**config.mk**
```make
export PLATFORM = sky130hd
export DESIGN_NAME = mem_access
export DESIGN_NICKNAME = d
export VERILOG_FILES = /design/src/rtl/mem_access_pkg.sv /design/src/rtl/mem_access_load_extend.sv /design/src/rtl/mem_access.sv
export SDC_FILE = /design/constraint.sdc
export NUM_CORES = 1
export LEC_CHECK = 0
export BUFFER_PORTS_ARGS = -buffer_cell sky130_fd_sc_hd__buf_2
export CAP_MARGIN = 20
export CORE_ASPECT_RATIO = 0.8
export CORE_MARGIN = 2
export CORE_UTILIZATION = 30
export DETAILED_ROUTE_END_ITERATION = 12
export PLACE_DENSITY = 0.57
export SLEW_MARGIN = 40
export SYNTH_ARGS = -nofsm -noshare
export SYNTH_HDL_FRONTEND = slang
export SYNTH_SLANG_ARGS = --single-unit
```
**constraint.sdc**
```tcl
create_clock -name clk -period 2.1 [get_ports clk]
set_input_delay 0 -clock clk [delete_from_list [all_inputs] [get_ports clk]]
set_output_delay 0 -clock clk [all_outputs]
set_load 0.02 [all_outputs]
```
**src/rtl/mem_access_pkg.sv**
```systemverilog
// Shared definitions for the memory-access stage: core state encoding,
// decoded instruction flags and the stage FSM states.
package mem_access_pkg;

  // Core controller state in which the memory-access stage runs.
  localparam logic [2:0] MEM = 3'd3;

  typedef struct packed {
    logic lb;
    logic lh;
    logic lw;
    logic lbu;
    logic lhu;
    logic sb;
    logic sh;
    logic sw;
  } instructions;

  typedef enum logic [1:0] {
    IDLE = 2'd0,
    REQ  = 2'd1,
    DONE = 2'd2
  } mem_state_t;

  function automatic logic is_load(input instructions i);
    return i.lb | i.lh | i.lw | i.lbu | i.lhu;
  endfunction

  function automatic logic is_store(input instructions i);
    return i.sb | i.sh | i.sw;
  endfunction

  function automatic logic is_misaligned(input instructions i, input logic [1:0] lane);
    return ((i.lw | i.sw) & (lane != 2'b00)) |
           ((i.lh | i.lhu | i.sh) & lane[0]);
  endfunction

endpackage

```
**src/rtl/mem_access_load_extend.sv**
```systemverilog
// Selects the addressed byte/half/word from a bus read word and
// sign- or zero-extends it to 32 bits.
module mem_access_load_extend (
  input  logic [31:0] rdata,
  input  logic [1:0]  lane,
  input  logic        lb,
  input  logic        lh,
  input  logic        lw,
  input  logic        lbu,
  input  logic        lhu,
  output logic [31:0] value
);

  logic [7:0]  byte_sel;
  logic [15:0] half_sel;

  assign byte_sel = rdata[8*lane +: 8];
  assign half_sel = rdata[16*lane[1] +: 16];

  always_comb begin
    value = '0;
    if (lb)       value = {{24{byte_sel[7]}}, byte_sel};
    else if (lbu) value = {24'd0, byte_sel};
    else if (lh)  value = {{16{half_sel[15]}}, half_sel};
    else if (lhu) value = {16'd0, half_sel};
    else if (lw)  value = rdata;
  end

endmodule

```
**src/rtl/mem_access.sv**
```systemverilog
// Memory-access stage: performs one load/store on the req/ready bus per
// MEM visit and hands the writeback value to the next stage.
//
//  state | meaning
//  IDLE  | waiting for state == MEM; captures inputs and classifies access
//  REQ   | bus request held until mem_ready or timeout
//  DONE  | done high; waits for the controller to leave MEM
module mem_access
  import mem_access_pkg::*;
#(
  parameter int unsigned TIMEOUT_CYCLES = 1024
) (
  input  logic        clk,
  input  logic        rstn,
  input  logic [2:0]  state,
  input  instructions instr,
  input  logic [31:0] mem_target,
  input  logic [31:0] store_value,
  input  logic [31:0] result_in,
  input  logic        reg_write_enabled_in,
  input  logic [4:0]  reg_write_dest_in,
  output logic        mem_req,
  output logic        mem_we,
  output logic [31:0] mem_addr,
  output logic [31:0] mem_wdata,
  output logic [3:0]  mem_wstrb,
  input  logic        mem_ready,
  input  logic [31:0] mem_rdata,
  output logic [31:0] result,
  output logic        reg_write_enabled,
  output logic [4:0]  reg_write_dest,
  output logic        done,
  output logic        misaligned,
  output logic        bus_error
);

  mem_state_t  st, st_nxt;

  instructions cap_instr;
  logic [31:0] cap_addr;
  logic [31:0] cap_value;
  logic        cap_we;
  logic [4:0]  cap_dest;
  logic [31:0] tcnt;

  logic        active;
  logic        in_load, in_store, in_mis;
  logic        cap_store;
  logic        timeout_hit;
  logic [31:0] load_value;
  logic [31:0] steer_wdata;
  logic [3:0]  steer_wstrb;

  assign active      = (state == MEM);
  assign in_load     = is_load(instr);
  assign in_store    = is_store(instr);
  assign in_mis      = is_misaligned(instr, mem_target[1:0]);
  assign cap_store   = is_store(cap_instr);
  assign timeout_hit = (TIMEOUT_CYCLES != 0) && (tcnt == 32'(TIMEOUT_CYCLES - 1));

  mem_access_load_extend u_load_extend (
    .rdata (mem_rdata),
    .lane  (cap_addr[1:0]),
    .lb    (cap_instr.lb),
    .lh    (cap_instr.lh),
    .lw    (cap_instr.lw),
    .lbu   (cap_instr.lbu),
    .lhu   (cap_instr.lhu),
    .value (load_value)
  );

  always_ff @(posedge clk or negedge rstn) begin
    if (!rstn) st <= IDLE;
    else       st <= st_nxt;
  end

  always_comb begin
    st_nxt = st;
    case (st)
      IDLE: begin
        if (active) begin
          if (in_mis || !(in_load || in_store)) st_nxt = DONE;
          else                                  st_nxt = REQ;
        end
      end
      // A request is only ever withdrawn by timeout, even if MEM is left.
      REQ:     if (mem_ready || timeout_hit) st_nxt = DONE;
      DONE:    if (!active) st_nxt = IDLE;
      default: st_nxt = IDLE;
    endcase
  end

  always_comb begin
    steer_wdata = cap_value;
    steer_wstrb = 4'b1111;
    if (cap_instr.sb) begin
      steer_wdata = {4{cap_value[7:0]}};
      steer_wstrb = 4'b0001 << cap_addr[1:0];
    end else if (cap_instr.sh) begin
      steer_wdata = {2{cap_value[15:0]}};
      steer_wstrb = 4'b0011 << cap_addr[1:0];
    end
  end

  always_comb begin
    mem_req   = 1'b0;
    mem_we    = 1'b0;
    mem_addr  = '0;
    mem_wdata = '0;
    mem_wstrb = '0;
    done      = 1'b0;
    case (st)
      REQ: begin
        mem_req   = 1'b1;
        mem_we    = cap_store;
        mem_addr  = {cap_addr[31:2], 2'b00};
        mem_wdata = cap_store ? steer_wdata : '0;
        mem_wstrb = cap_store ? steer_wstrb : 4'b0000;
      end
      DONE:    done = 1'b1;
      default: ;
    endcase
  end

  always_ff @(posedge clk or negedge rstn) begin
    if (!rstn) begin
      cap_instr         <= '0;
      cap_addr          <= '0;
      cap_value         <= '0;
      cap_we            <= 1'b0;
      cap_dest          <= '0;
      tcnt              <= '0;
      result            <= '0;
      reg_write_enabled <= 1'b0;
      misaligned        <= 1'b0;
      bus_error         <= 1'b0;
    end else begin
      reg_write_enabled <= 1'b0;
      case (st)
        IDLE: begin
          if (active) begin
            cap_instr  <= instr;
            cap_addr   <= mem_target;
            cap_value  <= store_value;
            cap_we     <= reg_write_enabled_in;
            cap_dest   <= reg_write_dest_in;
            tcnt       <= '0;
            result     <= result_in;
            misaligned <= in_mis;
            bus_error  <= 1'b0;
            // Only pass-through ops complete here; faults never write back.
            reg_write_enabled <= reg_write_enabled_in && !(in_load || in_store);
          end
        end
        REQ: begin
          tcnt <= tcnt + 32'd1;
          if (mem_ready) begin
            if (is_load(cap_instr)) result <= load_value;
            reg_write_enabled <= cap_we && !cap_store;
          end else if (timeout_hit) begin
            bus_error <= 1'b1;
          end
        end
        DONE: begin
          if (!active) begin
            misaligned <= 1'b0;
            bus_error  <= 1'b0;
          end
        end
        default: ;
      endcase
    end
  end

  assign reg_write_dest = cap_dest;

endmodule

```
==> results.ini <==
[power_and_ir_drop]
total_power_mw=9.55
p_leak_nw=5.75
max-vdd-ir-drop_uv=499
powerDensity_mw_per_mm2=845

[route]
vias=7757
routed_wl_um=25600
ant_nets=0
drc=0
drtIter0Drc=414
drt_pass1_iterations=5
post_drt_wl_per_cell_um=15.9
vias_per_cell=4.83

[yosys]
seq_area_frac_synth=0.482
ys_dominant_reg_cell=dfrtp_1
yosysUniqueCellTypes=53
synth_edf_count=0
syn_inst=891
netlist_area_mm2=0.00764
async_flop_share=1.00
yosys_register_bits=147
ys.warnings.count=0
synth_area_per_cell_um2=8.57

[timing]
finalSetupViolCount=0
fmax_mhz=499
skew_ps=8.46
hold_violations=0
post-route-min-period_ps=2000
slew_viol_final=0
final.period_utilization=0.954
whs_ps=20.7
setup_slack_ps=97.1
max_slew_margin=0.638
rsz0062_at_grt=yes
tightestPinTransition_ps=542

[die]
die_y_um=147
fp.dieW_um=182
ioPinCount=259
dieArea_mm2=0.0268
core-area_mm2=0.0252
rows=52
initial_core_util=0.303

[place]
dp_slack_ps=125
dp_hpwl_um=17500
portBuffers=256
place_congestion=0.827

[clock_network]
clock-sinks=147
numCtsBuffers=17
h-tree-depth=4
cts_buffer_depth=2
cts_root_buf=clkbuf_16
clk-insertion-delay-late_ps=430
clkSlewWorstSetupHoldPaths_ps=70
cts_tree=built

[finish]
drive_gt1_frac=0.280
multi_input_area_mm2=0.00372
layout_common_cells=nand2_1, buf_2, dfrtp_1
seqCellArea_mm2=0.00368
area_growth_pct=48.0
layout.nets=1421
antennaDiodeCount=0
filler_cell_count=2400
final_common_cell=nand2_1

[setup_path]
worstSetupPathType=reg2reg
critPathCaptureType=flop
cp_data_arrival_time_ps=2300
r2r.worst_path.cells=5
cp.required_ps=2400
startpoint_type=flop
crit_path_max_fanout=16

[global_route]
antenna_found_initial=0
first_global_vias=7637
grt.total_usage=0.192
grt_pass1_wl_um=40700
grt_overflow=0
grt_start_max_net_pins=65

[min_path]
hold_path_depth=3
hp-class=in2reg

[run]
drv_cap=0

[status]
status=complete, no violations

-- power by group --
part / leakage (nW) / internal (mW) / total [mW] / switching (mW)
registers: 1.88 / 3.36 / 3.73 / 0.368
logic: 3.55 / 0.986 / 2.41 / 1.43
clock network: 0.320 / 2.08 / 3.41 / 1.33
-- logic make-up (layout without fill, tap and decap cells) --
family	after synthesis	after routing	synth area share
DFF	147	147	0.482
other	1	2	0.000491
AOI/OAI and AO/OA	165	166	0.153
adders and majority gates	5	5	0.00819
and+or+nand+nor	473	473	0.266
xor gates and xnor gates	1	1	0.00115
muxes	39	39	0.0531
buffers and inverters	60	448	0.0362
-- worst paths after layout --
check                        startpoint            to  slack [ps]
setup / recovery            cap_addr[1]    result[29]         100
hold / removal             mem_rdata[6]     result[6]          20
setup reg to reg            cap_addr[1]    result[29]         100
hold reg to reg            cap_addr[30]  cap_addr[30]         470
max in group asynchronous          rstn  cap_addr[16]        1330
min in group asynchronous          rstn     result[6]          80
-- cells in the mapped netlist, types with 7 or more instances --
cell,count,share of area
o31ai_2,23,0.038
o21ai_0,46,0.030
mux2i_1,36,0.047
o31ai_1,15,0.015
buf_2,8,0.0052
a21boi_0,8,0.0079
nand4_1,11,0.0090
nor4_1,7,0.0057
a21oi_1,33,0.022
nor2_1,64,0.031
o211ai_1,12,0.012
nand3_1,12,0.0079
and2_1,41,0.034
dfrtp_1,147,0.48
nand2_1,312,0.15
clkbuf_1,34,0.017
-- sequential cells by signal, summed over array words and instances (netlist names) --
signal	cells
tcnt	32
reg_write_dest	5
st	2
reg_write_enabled	1
cap_instr	8
cap_we	1
cap_value	32
result	32
cap_addr	32
bus_error	1
misaligned	1
-- timing repair --
item / CTS / global route
endpoints found under the setup margin: 14 / 31
cloned: 1 / 0
pin swaps: 1 / 0
setup buffers: 1 / 0
hold buffers: 125 / 0
hold endpoints to repair: 260 / 0
resized for setup: 1 / 5
-- worst max-delay path, cell delays in order, from the launching register on --
cell and delay, ps:
dfrtp_1 380, mux4_2 560, a21oi_4 270, nand2_2 240
a21oi_1 320, o31ai_2 100
-- through the flow --
step / instances / cell area, um2 / utilization / TNS [ps]
2_1_floorplan: 892 / 7640 / - / 0
3_3_place_gp: 1446 / 9360 / 0.372 / -795
3_5_place_dp: 1446 / 9360 / 0.372 / 0
4_1_cts: 1605 / 11300 / 0.448 / 0
5_1_grt: 1605 / 11300 / 0.449 / -6.88
6_report: 1605 / 11300 / 0.449 / 0
-- routing by layer --
layer  wire length [um]  part of all wire  GRT usage
met5                  0                 0          0
met4                243            0.0095     0.0395
met1              12200              0.48      0.263
met3               1650             0.064     0.0476
met2              11500              0.45      0.309
-- cell type report --
| class | instances | area share |
|---|---|---|
| Tap cell | 324 | 0.0359 |
| Timing Repair Buffer | 408 | 0.249 |
| Clock inverter | 13 | 0.0175 |
| Clock buffer | 19 | 0.0401 |
| Multi-Input combinational cell | 686 | 0.329 |
| Sequential cell | 147 | 0.325 |
| Inverter | 8 | 0.00310 |
Power figures use the tool's default switching activity.
